===== src/rtl/bram_responder_pkg.sv =====
// Shared types and helpers for the BRAM responder.
// Pure declarations: no latency, no flow control.
package bram_responder_pkg;

   localparam int MAX_READ_LATENCY = 4;

   typedef enum logic {
      CLEAR,
      IDLE
   } bram_state_t;

   function automatic logic addr_in_range(input int unsigned addr, input int unsigned depth);
      return addr < depth;
   endfunction

endpackage


===== src/rtl/bram_responder_if.sv =====
// Two-port BRAM bus plus host preload/dump channel.
// master = converter/bench side, slave = memory side.
interface bram_responder_if #(
   parameter int DATA_WIDTH = 8,
   parameter int ADDR_WIDTH = 4
);
   logic                  ce0;
   logic                  we0;
   logic [ADDR_WIDTH-1:0] address0;
   logic [DATA_WIDTH-1:0] dout0;
   logic [DATA_WIDTH-1:0] din0;
   logic                  ce1;
   logic                  we1;
   logic [ADDR_WIDTH-1:0] address1;
   logic [DATA_WIDTH-1:0] dout1;
   logic [DATA_WIDTH-1:0] din1;
   logic                  host_valid;
   logic                  host_ready;
   logic                  host_we;
   logic [ADDR_WIDTH-1:0] host_addr;
   logic [DATA_WIDTH-1:0] host_wdata;
   logic [DATA_WIDTH-1:0] host_rdata;
   logic                  host_rvalid;
   logic                  init_done;
   logic                  collision;

   modport master (
      output ce0, we0, address0, dout0,
      output ce1, we1, address1, dout1,
      output host_valid, host_we, host_addr, host_wdata,
      input  din0, din1, host_ready, host_rdata, host_rvalid, init_done, collision
   );

   modport slave (
      input  ce0, we0, address0, dout0,
      input  ce1, we1, address1, dout1,
      input  host_valid, host_we, host_addr, host_wdata,
      output din0, din1, host_ready, host_rdata, host_rvalid, init_done, collision
   );
endinterface


===== src/rtl/bram_read_pipe.sv =====
// READ_LATENCY-deep valid+data shift register; last stage holds data between valid beats.
// Latency READ_LATENCY counting the issue edge; no backpressure, accepts one read per cycle.
module bram_read_pipe #(
   parameter int DATA_WIDTH   = 8,
   parameter int READ_LATENCY = 1
) (
   input  logic                  clk,
   input  logic                  rst,
   input  logic                  in_vld,
   input  logic [DATA_WIDTH-1:0] in_dat,
   output logic                  out_vld,
   output logic [DATA_WIDTH-1:0] out_dat
);
   logic [READ_LATENCY-1:0] vld_q;
   logic [DATA_WIDTH-1:0]   dat_q [READ_LATENCY];

   always_ff @(posedge clk) begin
      if (!rst) begin
         vld_q <= '0;
         for (int i = 0; i < READ_LATENCY; i++) dat_q[i] <= '0;
      end else begin
         vld_q[0] <= in_vld;
         if (in_vld || READ_LATENCY > 1) dat_q[0] <= in_dat;
         // The final stage only loads on a retiring read so the output holds.
         for (int i = 1; i < READ_LATENCY; i++) begin
            vld_q[i] <= vld_q[i-1];
            if (vld_q[i-1] || i < READ_LATENCY - 1) dat_q[i] <= dat_q[i-1];
         end
      end
   end

   assign out_vld = vld_q[READ_LATENCY-1];
   assign out_dat = dat_q[READ_LATENCY-1];
endmodule


===== src/rtl/bram_responder.sv =====
// Dual-port synchronous BRAM model with post-reset clear, sticky collision flag and host port.
// Reads retire READ_LATENCY cycles after issue; host_ready drops whenever either port is enabled.
module bram_responder
   import bram_responder_pkg::*;
#(
   parameter int DATA_WIDTH   = 8,
   parameter int ADDR_WIDTH   = 4,
   parameter int DEPTH        = 16,
   parameter int READ_LATENCY = 1
) (
   input  logic             clk,
   input  logic             rst,
   bram_responder_if.slave  bus
);
   localparam int WORDS = 1 << ADDR_WIDTH;

   logic [DATA_WIDTH-1:0] mem [WORDS];
   bram_state_t           state;
   logic [ADDR_WIDTH-1:0] clr_cnt;
   logic                  init_done_q;
   logic                  collision_q;

   logic idle, p0_ok, p1_ok, h_ok;
   logic p0_wr, p1_wr, p0_rd, p1_rd, h_xfer, h_wr, h_rd;
   logic ww_same, coll_evt;
   logic [DATA_WIDTH-1:0] p0_rdat, p1_rdat, h_rdat;
   logic p0_vld, p1_vld, unused_port_vld;

   assign idle  = (state == IDLE);
   assign p0_ok = addr_in_range(32'(bus.address0), DEPTH);
   assign p1_ok = addr_in_range(32'(bus.address1), DEPTH);
   assign h_ok  = addr_in_range(32'(bus.host_addr), DEPTH);

   assign p0_wr  = idle && bus.ce0 && bus.we0 && p0_ok;
   assign p1_wr  = idle && bus.ce1 && bus.we1 && p1_ok;
   assign p0_rd  = idle && bus.ce0 && !bus.we0;
   assign p1_rd  = idle && bus.ce1 && !bus.we1;

   assign bus.host_ready = idle && !bus.ce0 && !bus.ce1;
   assign h_xfer = bus.host_valid && bus.host_ready;
   assign h_wr   = h_xfer && bus.host_we && h_ok;
   assign h_rd   = h_xfer && !bus.host_we;

   // Array reads happen before the edge's writes land, giving read-first behaviour.
   assign p0_rdat = p0_ok ? mem[bus.address0] : '0;
   assign p1_rdat = p1_ok ? mem[bus.address1] : '0;
   assign h_rdat  = h_ok  ? mem[bus.host_addr] : '0;

   assign ww_same  = p0_wr && p1_wr && (bus.address0 == bus.address1);
   assign coll_evt = idle && (ww_same || (bus.ce0 && !p0_ok) || (bus.ce1 && !p1_ok)
                                      || (h_xfer && !h_ok));

   always_ff @(posedge clk) begin
      if (!rst) begin
         state       <= CLEAR;
         clr_cnt     <= '0;
         init_done_q <= 1'b0;
         collision_q <= 1'b0;
      end else begin
         if (coll_evt) collision_q <= 1'b1;
         case (state)
            CLEAR: begin
               if (32'(clr_cnt) == DEPTH - 1) begin
                  state       <= IDLE;
                  init_done_q <= 1'b1;
               end else begin
                  clr_cnt <= clr_cnt + 1'b1;
               end
            end
            default: state <= IDLE;
         endcase
      end
   end

   // Port 1 is written after port 0 so it wins a same-address write/write.
   always_ff @(posedge clk) begin
      if (rst) begin
         if (!idle) begin
            mem[clr_cnt] <= '0;
         end else begin
            if (p0_wr) mem[bus.address0]  <= bus.dout0;
            if (p1_wr) mem[bus.address1]  <= bus.dout1;
            if (h_wr)  mem[bus.host_addr] <= bus.host_wdata;
         end
      end
   end

   bram_read_pipe #(.DATA_WIDTH(DATA_WIDTH), .READ_LATENCY(READ_LATENCY)) u_pipe0 (
      .clk(clk), .rst(rst), .in_vld(p0_rd), .in_dat(p0_rdat),
      .out_vld(p0_vld), .out_dat(bus.din0)
   );

   bram_read_pipe #(.DATA_WIDTH(DATA_WIDTH), .READ_LATENCY(READ_LATENCY)) u_pipe1 (
      .clk(clk), .rst(rst), .in_vld(p1_rd), .in_dat(p1_rdat),
      .out_vld(p1_vld), .out_dat(bus.din1)
   );

   bram_read_pipe #(.DATA_WIDTH(DATA_WIDTH), .READ_LATENCY(READ_LATENCY)) u_pipe_host (
      .clk(clk), .rst(rst), .in_vld(h_rd), .in_dat(h_rdat),
      .out_vld(bus.host_rvalid), .out_dat(bus.host_rdata)
   );

   assign unused_port_vld = p0_vld ^ p1_vld;
   assign bus.init_done   = init_done_q;
   assign bus.collision   = collision_q;
endmodule


===== src/flat_wrapper.sv =====
// flat-port wrapper written by rule: the top's interface ports become plain ports
module bram_responder_flat import bram_responder_pkg::*;
#(
   parameter int DATA_WIDTH   = 8,
   parameter int ADDR_WIDTH   = 4,
   parameter int DEPTH        = 16,
   parameter int READ_LATENCY = 1
)
  (clk, rst, bus_ce0, bus_we0, bus_address0, bus_dout0, bus_ce1, bus_we1, bus_address1, bus_dout1, bus_host_valid, bus_host_we, bus_host_addr, bus_host_wdata, bus_din0, bus_din1, bus_host_ready, bus_host_rdata, bus_host_rvalid, bus_init_done, bus_collision);
  bram_responder_if #(.DATA_WIDTH(DATA_WIDTH), .ADDR_WIDTH(ADDR_WIDTH)) bus_i ();
  input  logic clk;
  input  logic rst;
  input wire logic [$bits(bus_i.ce0)-1:0] bus_ce0;
  input wire logic [$bits(bus_i.we0)-1:0] bus_we0;
  input wire logic [$bits(bus_i.address0)-1:0] bus_address0;
  input wire logic [$bits(bus_i.dout0)-1:0] bus_dout0;
  input wire logic [$bits(bus_i.ce1)-1:0] bus_ce1;
  input wire logic [$bits(bus_i.we1)-1:0] bus_we1;
  input wire logic [$bits(bus_i.address1)-1:0] bus_address1;
  input wire logic [$bits(bus_i.dout1)-1:0] bus_dout1;
  input wire logic [$bits(bus_i.host_valid)-1:0] bus_host_valid;
  input wire logic [$bits(bus_i.host_we)-1:0] bus_host_we;
  input wire logic [$bits(bus_i.host_addr)-1:0] bus_host_addr;
  input wire logic [$bits(bus_i.host_wdata)-1:0] bus_host_wdata;
  output wire logic [$bits(bus_i.din0)-1:0] bus_din0;
  output wire logic [$bits(bus_i.din1)-1:0] bus_din1;
  output wire logic [$bits(bus_i.host_ready)-1:0] bus_host_ready;
  output wire logic [$bits(bus_i.host_rdata)-1:0] bus_host_rdata;
  output wire logic [$bits(bus_i.host_rvalid)-1:0] bus_host_rvalid;
  output wire logic [$bits(bus_i.init_done)-1:0] bus_init_done;
  output wire logic [$bits(bus_i.collision)-1:0] bus_collision;
  assign bus_i.ce0 = bus_ce0;
  assign bus_i.we0 = bus_we0;
  assign bus_i.address0 = bus_address0;
  assign bus_i.dout0 = bus_dout0;
  assign bus_i.ce1 = bus_ce1;
  assign bus_i.we1 = bus_we1;
  assign bus_i.address1 = bus_address1;
  assign bus_i.dout1 = bus_dout1;
  assign bus_i.host_valid = bus_host_valid;
  assign bus_i.host_we = bus_host_we;
  assign bus_i.host_addr = bus_host_addr;
  assign bus_i.host_wdata = bus_host_wdata;
  assign bus_din0 = bus_i.din0;
  assign bus_din1 = bus_i.din1;
  assign bus_host_ready = bus_i.host_ready;
  assign bus_host_rdata = bus_i.host_rdata;
  assign bus_host_rvalid = bus_i.host_rvalid;
  assign bus_init_done = bus_i.init_done;
  assign bus_collision = bus_i.collision;
  bram_responder #(.DATA_WIDTH(DATA_WIDTH), .ADDR_WIDTH(ADDR_WIDTH), .DEPTH(DEPTH), .READ_LATENCY(READ_LATENCY)) u_core (.clk(clk), .rst(rst), .bus(bus_i));
endmodule

===== config.mk =====
export PLATFORM = sky130hd
export DESIGN_NAME = bram_responder_flat
export DESIGN_NICKNAME = d
export VERILOG_FILES = /design/src/rtl/bram_responder_pkg.sv /design/src/rtl/bram_responder_if.sv /design/src/rtl/bram_read_pipe.sv /design/src/rtl/bram_responder.sv /design/src/flat_wrapper.sv
export SDC_FILE = /design/constraint.sdc
export NUM_CORES = 1
export LEC_CHECK = 0
export BUFFER_PORTS_ARGS = -buffer_cell sky130_fd_sc_hd__buf_2
export CORE_MARGIN = 10
export CORE_UTILIZATION = 61
export CTS_BUF_LIST = sky130_fd_sc_hd__clkbuf_2
export DETAILED_ROUTE_END_ITERATION = 10
export PLACE_DENSITY_LB_ADDON = 0.25
export SLEW_MARGIN = 20
export SYNTH_ARGS = -nofsm -noshare
export SYNTH_HDL_FRONTEND = slang
export SYNTH_SLANG_ARGS = --single-unit
export TNS_END_PERCENT = 50

===== constraint.sdc =====
create_clock -name clk -period 8.6 [get_ports clk]
set_clock_uncertainty 0.05 [all_clocks]
set_input_delay 1.72 -clock clk [delete_from_list [all_inputs] [get_ports clk]]
set_output_delay 1.72 -clock clk [all_outputs]
set_load 0.02 [all_outputs]

-- Yosys cells after proc, flatten, opt, wreduce, memory -nomap -nowiden
Memory sizes are Yosys's and may differ from the RTL's.
Index checks and enable logic that the tools add are counted.
- memories: 4
- input port bits: 44
- output and inout port bits: 28
- register bits after elaboration: 8
- RAM bits: 152
- memories (name ; words ; width ; rd ports ; clocked after Yosys merged registers in ; wr ports ; RTL line ; source):
    u_core.mem ; 16 ; 8 ; 3 ; 0 ; 2 ; bram_responder.sv:17 ; logic [DATA_WIDTH-1:0] mem [WORDS];
    u_core.u_pipe0.dat_q ; 1 ; 8 ; 1 ; 0 ; 1 ; bram_read_pipe.sv:15 ; logic [DATA_WIDTH-1:0] dat_q [READ_LATENCY];
    u_core.u_pipe1.dat_q ; 1 ; 8 ; 1 ; 0 ; 1 ; bram_read_pipe.sv:15 ;
    u_core.u_pipe_host.dat_q ; 1 ; 8 ; 1 ; 0 ; 1 ; bram_read_pipe.sv:15 ;
- mux-type cells: 39
- $add $sub $neg: 1
- reductions and logical operators: 26
- bitwise gates (word level): 2
- eq/ne operators: 2
- operator list (kind ; count):
    8-bit two-way mux ; 5
    8-bit OR reduction ; 5
    1-bit two-way mux ; 32
    1-bit logical AND ; 14
    4-bit two-way mux ; 2
    1-bit logical NOT ; 5
    4-bit by 1-bit adder with 4-bit output (second input constant) ; 1
    4-bit equality test ; 1
    4-bit equality test (second input constant) ; 1
    2-bit AND reduction ; 2
    1-bit NOT ; 2

-- Longest topological paths before layout
Gate-level depths: netlist of run 1.
- word-level depth: 11
- mapped depth: 8
- gate-level depth less buffers: 5

-- Cells and area by module
Synthesis of run 1 repeated with hierarchy kept, for this count alone.
- cell total of the unflattened synthesis: 867
- area total of the unflattened synthesis: 10396.2 um2
- by module, submodules not included (module ; instances ; cells each ; area each (um2) ; seq. area each (um2)):
    bram_responder ; 1 ; 810 ; 9424.0 ; 3983.8
    bram_read_pipe ; 3 ; 19 ; 324.1 ; 260.2

-- Worst setup path before layout of run 1
OpenSTA, ideal clock, no wires.
- path type: input to output
- from: in bus_ce0
- to: out bus_host_ready
- path slack: 4.426 ns
- data required time: 6.830 ns
- buffers on the path: 1
- data arrival time: 2.404 ns
- stages: 2
- path through: buf_2 nor3b_1
- cells in the longest elaborated chain, start to end: 3
- RTL lines (item ; RTL line ; source):
    from (decl) ; flat_wrapper.sv:13 ; input wire logic [$bits(bus_i.ce0)-1:0] bus_ce0;
    1-bit logical NOT ; bram_responder.sv:39 ; assign bus.host_ready = idle && !bus.ce0 && !bus.ce1;
    1-bit logical AND (2 in series) ; bram_responder.sv:39 ;
    to (decl) ; flat_wrapper.sv:27 ; output wire logic [$bits(bus_i.host_ready)-1:0] bus_host_ready;
No other way between the ends.

==> results of run 1 <==
-- stage by stage --
step                      power, mW  hold slack (ps)
after global placement         1.04              399
after global routing           1.56              481
after CTS                      1.52              451
final                          1.53              447
after detailed placement       1.04              402
after floorplan               0.991              486
-- state kept, by name (all words and copies together), names as in the netlist --
register / cells
u_core.bus.collision: 1
u_core.mem: 128
u_core.bus.init_done: 1
u_core.u_pipe_host.out_vld: 1
u_core.clr_cnt: 4
u_core.u_pipe1.dat_q: 8
u_core.u_pipe0.dat_q: 8
u_core.u_pipe_host.dat_q: 8
u_core.idle: 1
-- routing by layer --
| metal | GRT usage [%] | vias to the layer above |
|---|---|---|
| met4 | 12.9 | 0 |
| met3 | 8.73 | 169 |
| met2 | 45.3 | 803 |
| met5 | 0 | - |
| li1 | - | 3082 |
| met1 | 34.0 | 3560 |
-- kinds of logic after synthesis --
logic type                 after synthesis  synth area share, %
xor gates and xnor gates                 7                0.615
DFF                                    160                 47.4
and+or+nand+nor                        216                 10.4
adders and majority gates                1                0.126
AOI/OAI and AO/OA                      171                 9.25
muxes                                  129                 28.1
buffers and inverters                   89                 4.07
-- cell type report --
cell class	instances	area, sq um
diodes	4	10.0
inverters	2	7.51
clock buffers	17	85.1
fillers	1168	5330
flip-flops and latches	160	4720
clock inverters	15	215
repair buffers	83	445
multi-input cells	524	4850
well taps	216	270
-- where the power goes --
group          leakage [nW]  switching (mW)  internal, mW
clock                 0.173           0.293         0.202
combinational          2.09          0.0991        0.0693
sequential             1.69         0.00832         0.854
total                  3.96           0.400          1.13
-- worst max-delay path, stage by stage --
cell and delay, ps:
buf_2 340, nand4_1 470, mux2_2 460, a32oi_1 790, o21ai_0 610
-- cell usage after synthesis, types with 4 or more instances --
master / number
nor2_1: 133
nand2_1: 11
mux2i_1: 5
edfxtp_1: 152
and3_1: 8
buf_1: 14
nand4b_1: 8
clkbuf_1: 45
nor2b_1: 23
nand4bb_1: 6
nand4_1: 10
and2_1: 4
dfxtp_1: 8
buf_4: 7
mux4_2: 120
a32oi_1: 5
a21oi_1: 130
a31oi_1: 5
o31ai_1: 4
a22oi_1: 8
buf_2: 18
xnor2_1: 6
mux2_2: 4
o21ai_0: 14
-- worst max-delay path by stage --
stage	start	to	depth (start not counted)
6_report	rst	u_core.mem[1][3]	5
4_1_cts	bus_ce0	bus_host_ready	3
3_5_place_dp	rst	u_core.mem[2][0]	5
2_1_floorplan	bus_ce0	bus_host_ready	2
3_3_place_gp	rst	u_core.mem[13][1]	5
5_1_grt	rst	u_core.mem[10][4]	5
==> run metrics, run 1 <==
final instance area 10,600 sq um; Rel. slew slack 25.5%; most common cell after layout, fill and taps aside edfxtp_1; Max FO, Critical Path 28; synth unique cells 40; Wirelength per Cell 30.4 microns; row count 46; most area-consuming cells after synthesis edfxtp_1, mux4_2, a21oi_1; Inst Count DP 985; Final Hold Viols 0; RSZ-0062 raised after global routing false; TritonCTS Sinks 160; post-route clock period utilization 47.0%; CP Capture Type flop; largest net degree at the start of global routing 38; # port buffers 71; placed cell areas 10,300 sq um; number of global-route vias before repair 6,853; fraction of layout cells with a size suffix above 1 30.3%; crit path kind in2reg; Max Root-Sink Buffers 2; Mapped Area 9960 sq um; reg2reg end u_core.mem[1][3]; Synth Warn # 0; Worst Path Required 8960 ps; Arr. time, crit path 4410 ps; worst setup margin 4560 ps; Worst Min Path Start u_core.bus.collision; Most used DFF post-synth edfxtp_1; r2r worst-path depth 4; cell accounting for the most synthesized area edfxtp_1; Place WS 3850 ps; post_cts resized 0; DR WL met2 14,500 microns; DRT iter0 DRCs 1,676; Synth async-reset ratio 0%; TritonCTS clock tree built; DR DRC count 0; Syn Area/Cell 12.9 sq um; post-route ant nets 0; Placer Congestion 1.02; Final #Nets 833; global-route wire length before repair 44,300 microns; Final min period 4040 ps; highest metal used met4; Mapped Cells 773; number of flops mapped to enable cells by yosys 152; Total Neg Setup Slack 0 ps; cts bufs inserted 17; H-tree Lvls 4; routed wl met3 4950 microns; initial antenna violation count 3; Max Cap Viol 0; post-synth top area share 45.8%; Final Slew Violations 0; final design utilization 66.6%; Vias per Instance 7.46; worst vdd ir 0.150 mV; DRT Pass-1 Iters 6; Post-CTS Setup Bufs 0; core region area 15,900 sq um; reg-to-reg setup timing slack 5090 ps; Startpoint Class input pin; cell leakage power 3.96 nW; DRT met1 WL 9750 microns; power per cell area 144 nW/um^2; Die Area 21,800 sq um; clock root buffer clkbuf_2; fin cells 1,021; Die H 148 microns; commonest non-fill, non-tap cells in the layout edfxtp_1, nor2_1, a21oi_1; worst hold endpoint u_core.bus.collision; FF+latch count, synth 160; clk_lat worst skew 800 ps; GRT Total Usage 28.1%; Seq/Total Area, Yosys 47.4%; status finished, final reports clean; Routed WL 31,100 microns; I/O pins 72; Hold Path Depth 2; Initial Util 62.5%; Tightest Hold Check Type reg2reg; Max Freq 0.247 GHz; cts hold-fix bufs 0; DIE WIDTH 148 microns; via count 7,614; Area growth, synth to finish 6.50%; Tightest Pin Transition 1110 ps; syn nets 818; # setup viols final 0; clock slew at reported path FFs 240 ps; reg-to-reg startpoint u_core.idle; global route total overflow 0; DP Wirelength 21,600 microns
No activity file was read; power rests on OpenSTA's default activity.
==> run 2: changes to the inputs <==
==> constraint.sdc (replaced) <==
create_clock -name clk -period 4.15 [get_ports clk]
set_clock_uncertainty 0.05 [all_clocks]
set_input_delay 0.83 -clock clk [delete_from_list [all_inputs] [get_ports clk]]
set_output_delay 0.83 -clock clk [all_outputs]
set_load 0.02 [all_outputs]
==> run 2 against run 1 <==
Combinational power is 110% higher. Total power increased by 92%. Design area is 1.3% higher. Sequential power grew 110%. Critical path depth down 1. Critical endpoint is now u_core.mem[5][4]. Sequential share of layout area fell by 0.59 points.
==> run metrics, run 2 (same netlist as run 1, synthesis figures left out) <==
status finished, final reports clean; Arr. time, crit path 3640 ps (-770 ps); H-tree Lvls 4 (unchanged); Place WS 680 ps (-3170 ps); post_cts resized 0 (unchanged); DRT iter0 DRCs 1,209 (-28%); power per cell area 272 nW/um^2 (+89%); final instance area 10,800 sq um (+1.3%); Post-CTS Setup Bufs 0 (unchanged); hold_ws 281 ps (-167 ps); CP Capture Type flop; TritonCTS Sinks 160 (unchanged); Switching Fraction 26.7% (+0.51 points); global-route wire length before repair 46,300 microns (+4.4%); TritonCTS clock tree built; number of global-route vias before repair 7,296 (+6.5%); Max Root-Sink Buffers 2 (unchanged); Tightest Hold Check Type in2reg; Max Freq 0.316 GHz; Tot Pwr 2.92 mW (+92%); sequential cell area 4720 sq um (unchanged); clk_lat worst skew 790 ps (about the same); Final Hold Viols 0 (unchanged); clock root buffer clkbuf_2; GRT Total Usage 28.5% (+0.47 points); # setup viols final 0 (unchanged); initial antenna violation count 2 (-1); cts bufs inserted 17 (unchanged); post-route ant nets 0 (unchanged); DR DRC count 0 (unchanged); Placer Congestion 1.01 (-1.5%); Max FO, Critical Path 17 (-39%); switching power of the nets 782 uW (+95%); crit path kind reg2reg; Hold Path Depth 3 (+1); commonest non-fill, non-tap cells in the layout edfxtp_1, nor2_1, a21oi_1; # port buffers 71 (unchanged); final design utilization 67.5% (+0.89 points); cts hold-fix bufs 0 (unchanged); Max Cap Viol 0 (unchanged); Startpoint Class flop; RSZ-0062 raised after global routing false; Initial Util 62.5% (unchanged); r2r worst-path depth 4 (unchanged); Die Area 21,800 sq um (unchanged); fraction of layout cells with a size suffix above 1 32.7% (+2.3 points); Area growth, synth to finish 7.94%; I/O pins 72 (unchanged); fill count 1,178 (+0.86%); Final #Nets 863 (+3.6%); Routed WL 30,700 microns (-1.2%); core region area 15,900 sq um (unchanged); combinational share of power 12.2% (+1.2 points); cell leakage power 4.07 nW (+2.8%); worst setup margin 986 ps (-3570 ps); Largest Register u_core.mem; Worst Path Required 4630 ps (-4330 ps); global route total overflow 0 (unchanged); via count 7,674 (+0.79%); Rel. slew slack 31.5% (+6.0 points); number of flip-flops under the largest register name 128 (unchanged); row count 46 (unchanged); Final Slew Violations 0 (unchanged); DRT Pass-1 Iters 6 (unchanged); fin cells 1,048 (+2.6%); post-route clock period utilization 76.2%; DIE WIDTH 148 microns (unchanged); Total Neg Setup Slack 0 ps (unchanged); DP Wirelength 21,800 microns (+0.93%); Sequential Power Share 61.0% (+4.5 points); clock power share 26.7% (-5.7 points); clock slew at reported path FFs 230 ps (about the same); Inst Count DP 1,015 (+3.0%); most common cell after layout, fill and taps aside edfxtp_1; largest net degree at the start of global routing 38 (unchanged); Vias per Instance 7.32 (-1.8%); worst vdd ir 0.176 mV (+17%); Final min period 3160 ps; multi-input logic area 4840 sq um (-0.21%); placed cell areas 10,600 sq um (+2.6%); Die H 148 microns (unchanged); Tightest Pin Transition 1030 ps (-78.4 ps); Wirelength per Cell 29.3 microns (-3.8%); Power Internal 2.14 mW (+90%)
-- run 2: cell types whose count changed in the layout (fill, tap and decap cells not counted), sizes merged --
| cell | delta |
|---|---|
| bufinv | -3 |
| clkinv | +4 |
| clkinvlp | +2 |
| inv | -8 |
| diode | -2 |
| buf | +30 |
| clkbuf | +4 |
-- run 2: layer usage --
metal / wire [microns] / vias to the layer above / track usage, %
li1: - / 3134 / -
met1: 10300 / 3747 / 37.5
met2: 14300 / 709 / 43.6
met3: 4930 / 84 / 9.13
met4: 1100 / 0 / 10.8
met5: 0 / - / 0
-- run 2: area by class of cell --
cell class,count,area share (%)
sequential,160,43.9
inverter,2,0.0698
clock buffer,21,0.977
tap,216,2.51
antenna,2,0.0465
multi-input combinational,524,45.0
clock inverter,10,0.838
timing repair buffer,113,6.58
-- run 2: path summary, 6_finish.rpt --
path                     endpoint  slack [ps]            startpoint
min          u_core.bus.collision         280               bus_we0
max              u_core.mem[5][4]         990           u_core.idle
min reg2reg  u_core.bus.collision         440  u_core.bus.collision
max reg2reg      u_core.mem[5][4]         990           u_core.idle
-- run 2: worst max-delay path: stages (launching register included) --
cell and delay, ps:
dfxtp_1 680, and4_1 770, nand4b_1 790, o31ai_1 360, buf_4 250
-- run 2: power groups by stage --
stage          clock [mW]  sequential [mW]  combinational [mW]
2_1_floorplan           0             1.83               0.229
3_3_place_gp            0             1.82               0.344
3_5_place_dp            0             1.82               0.350
4_1_cts             0.777             1.78               0.351
5_1_grt             0.848             1.79               0.373
6_report            0.781             1.78               0.358
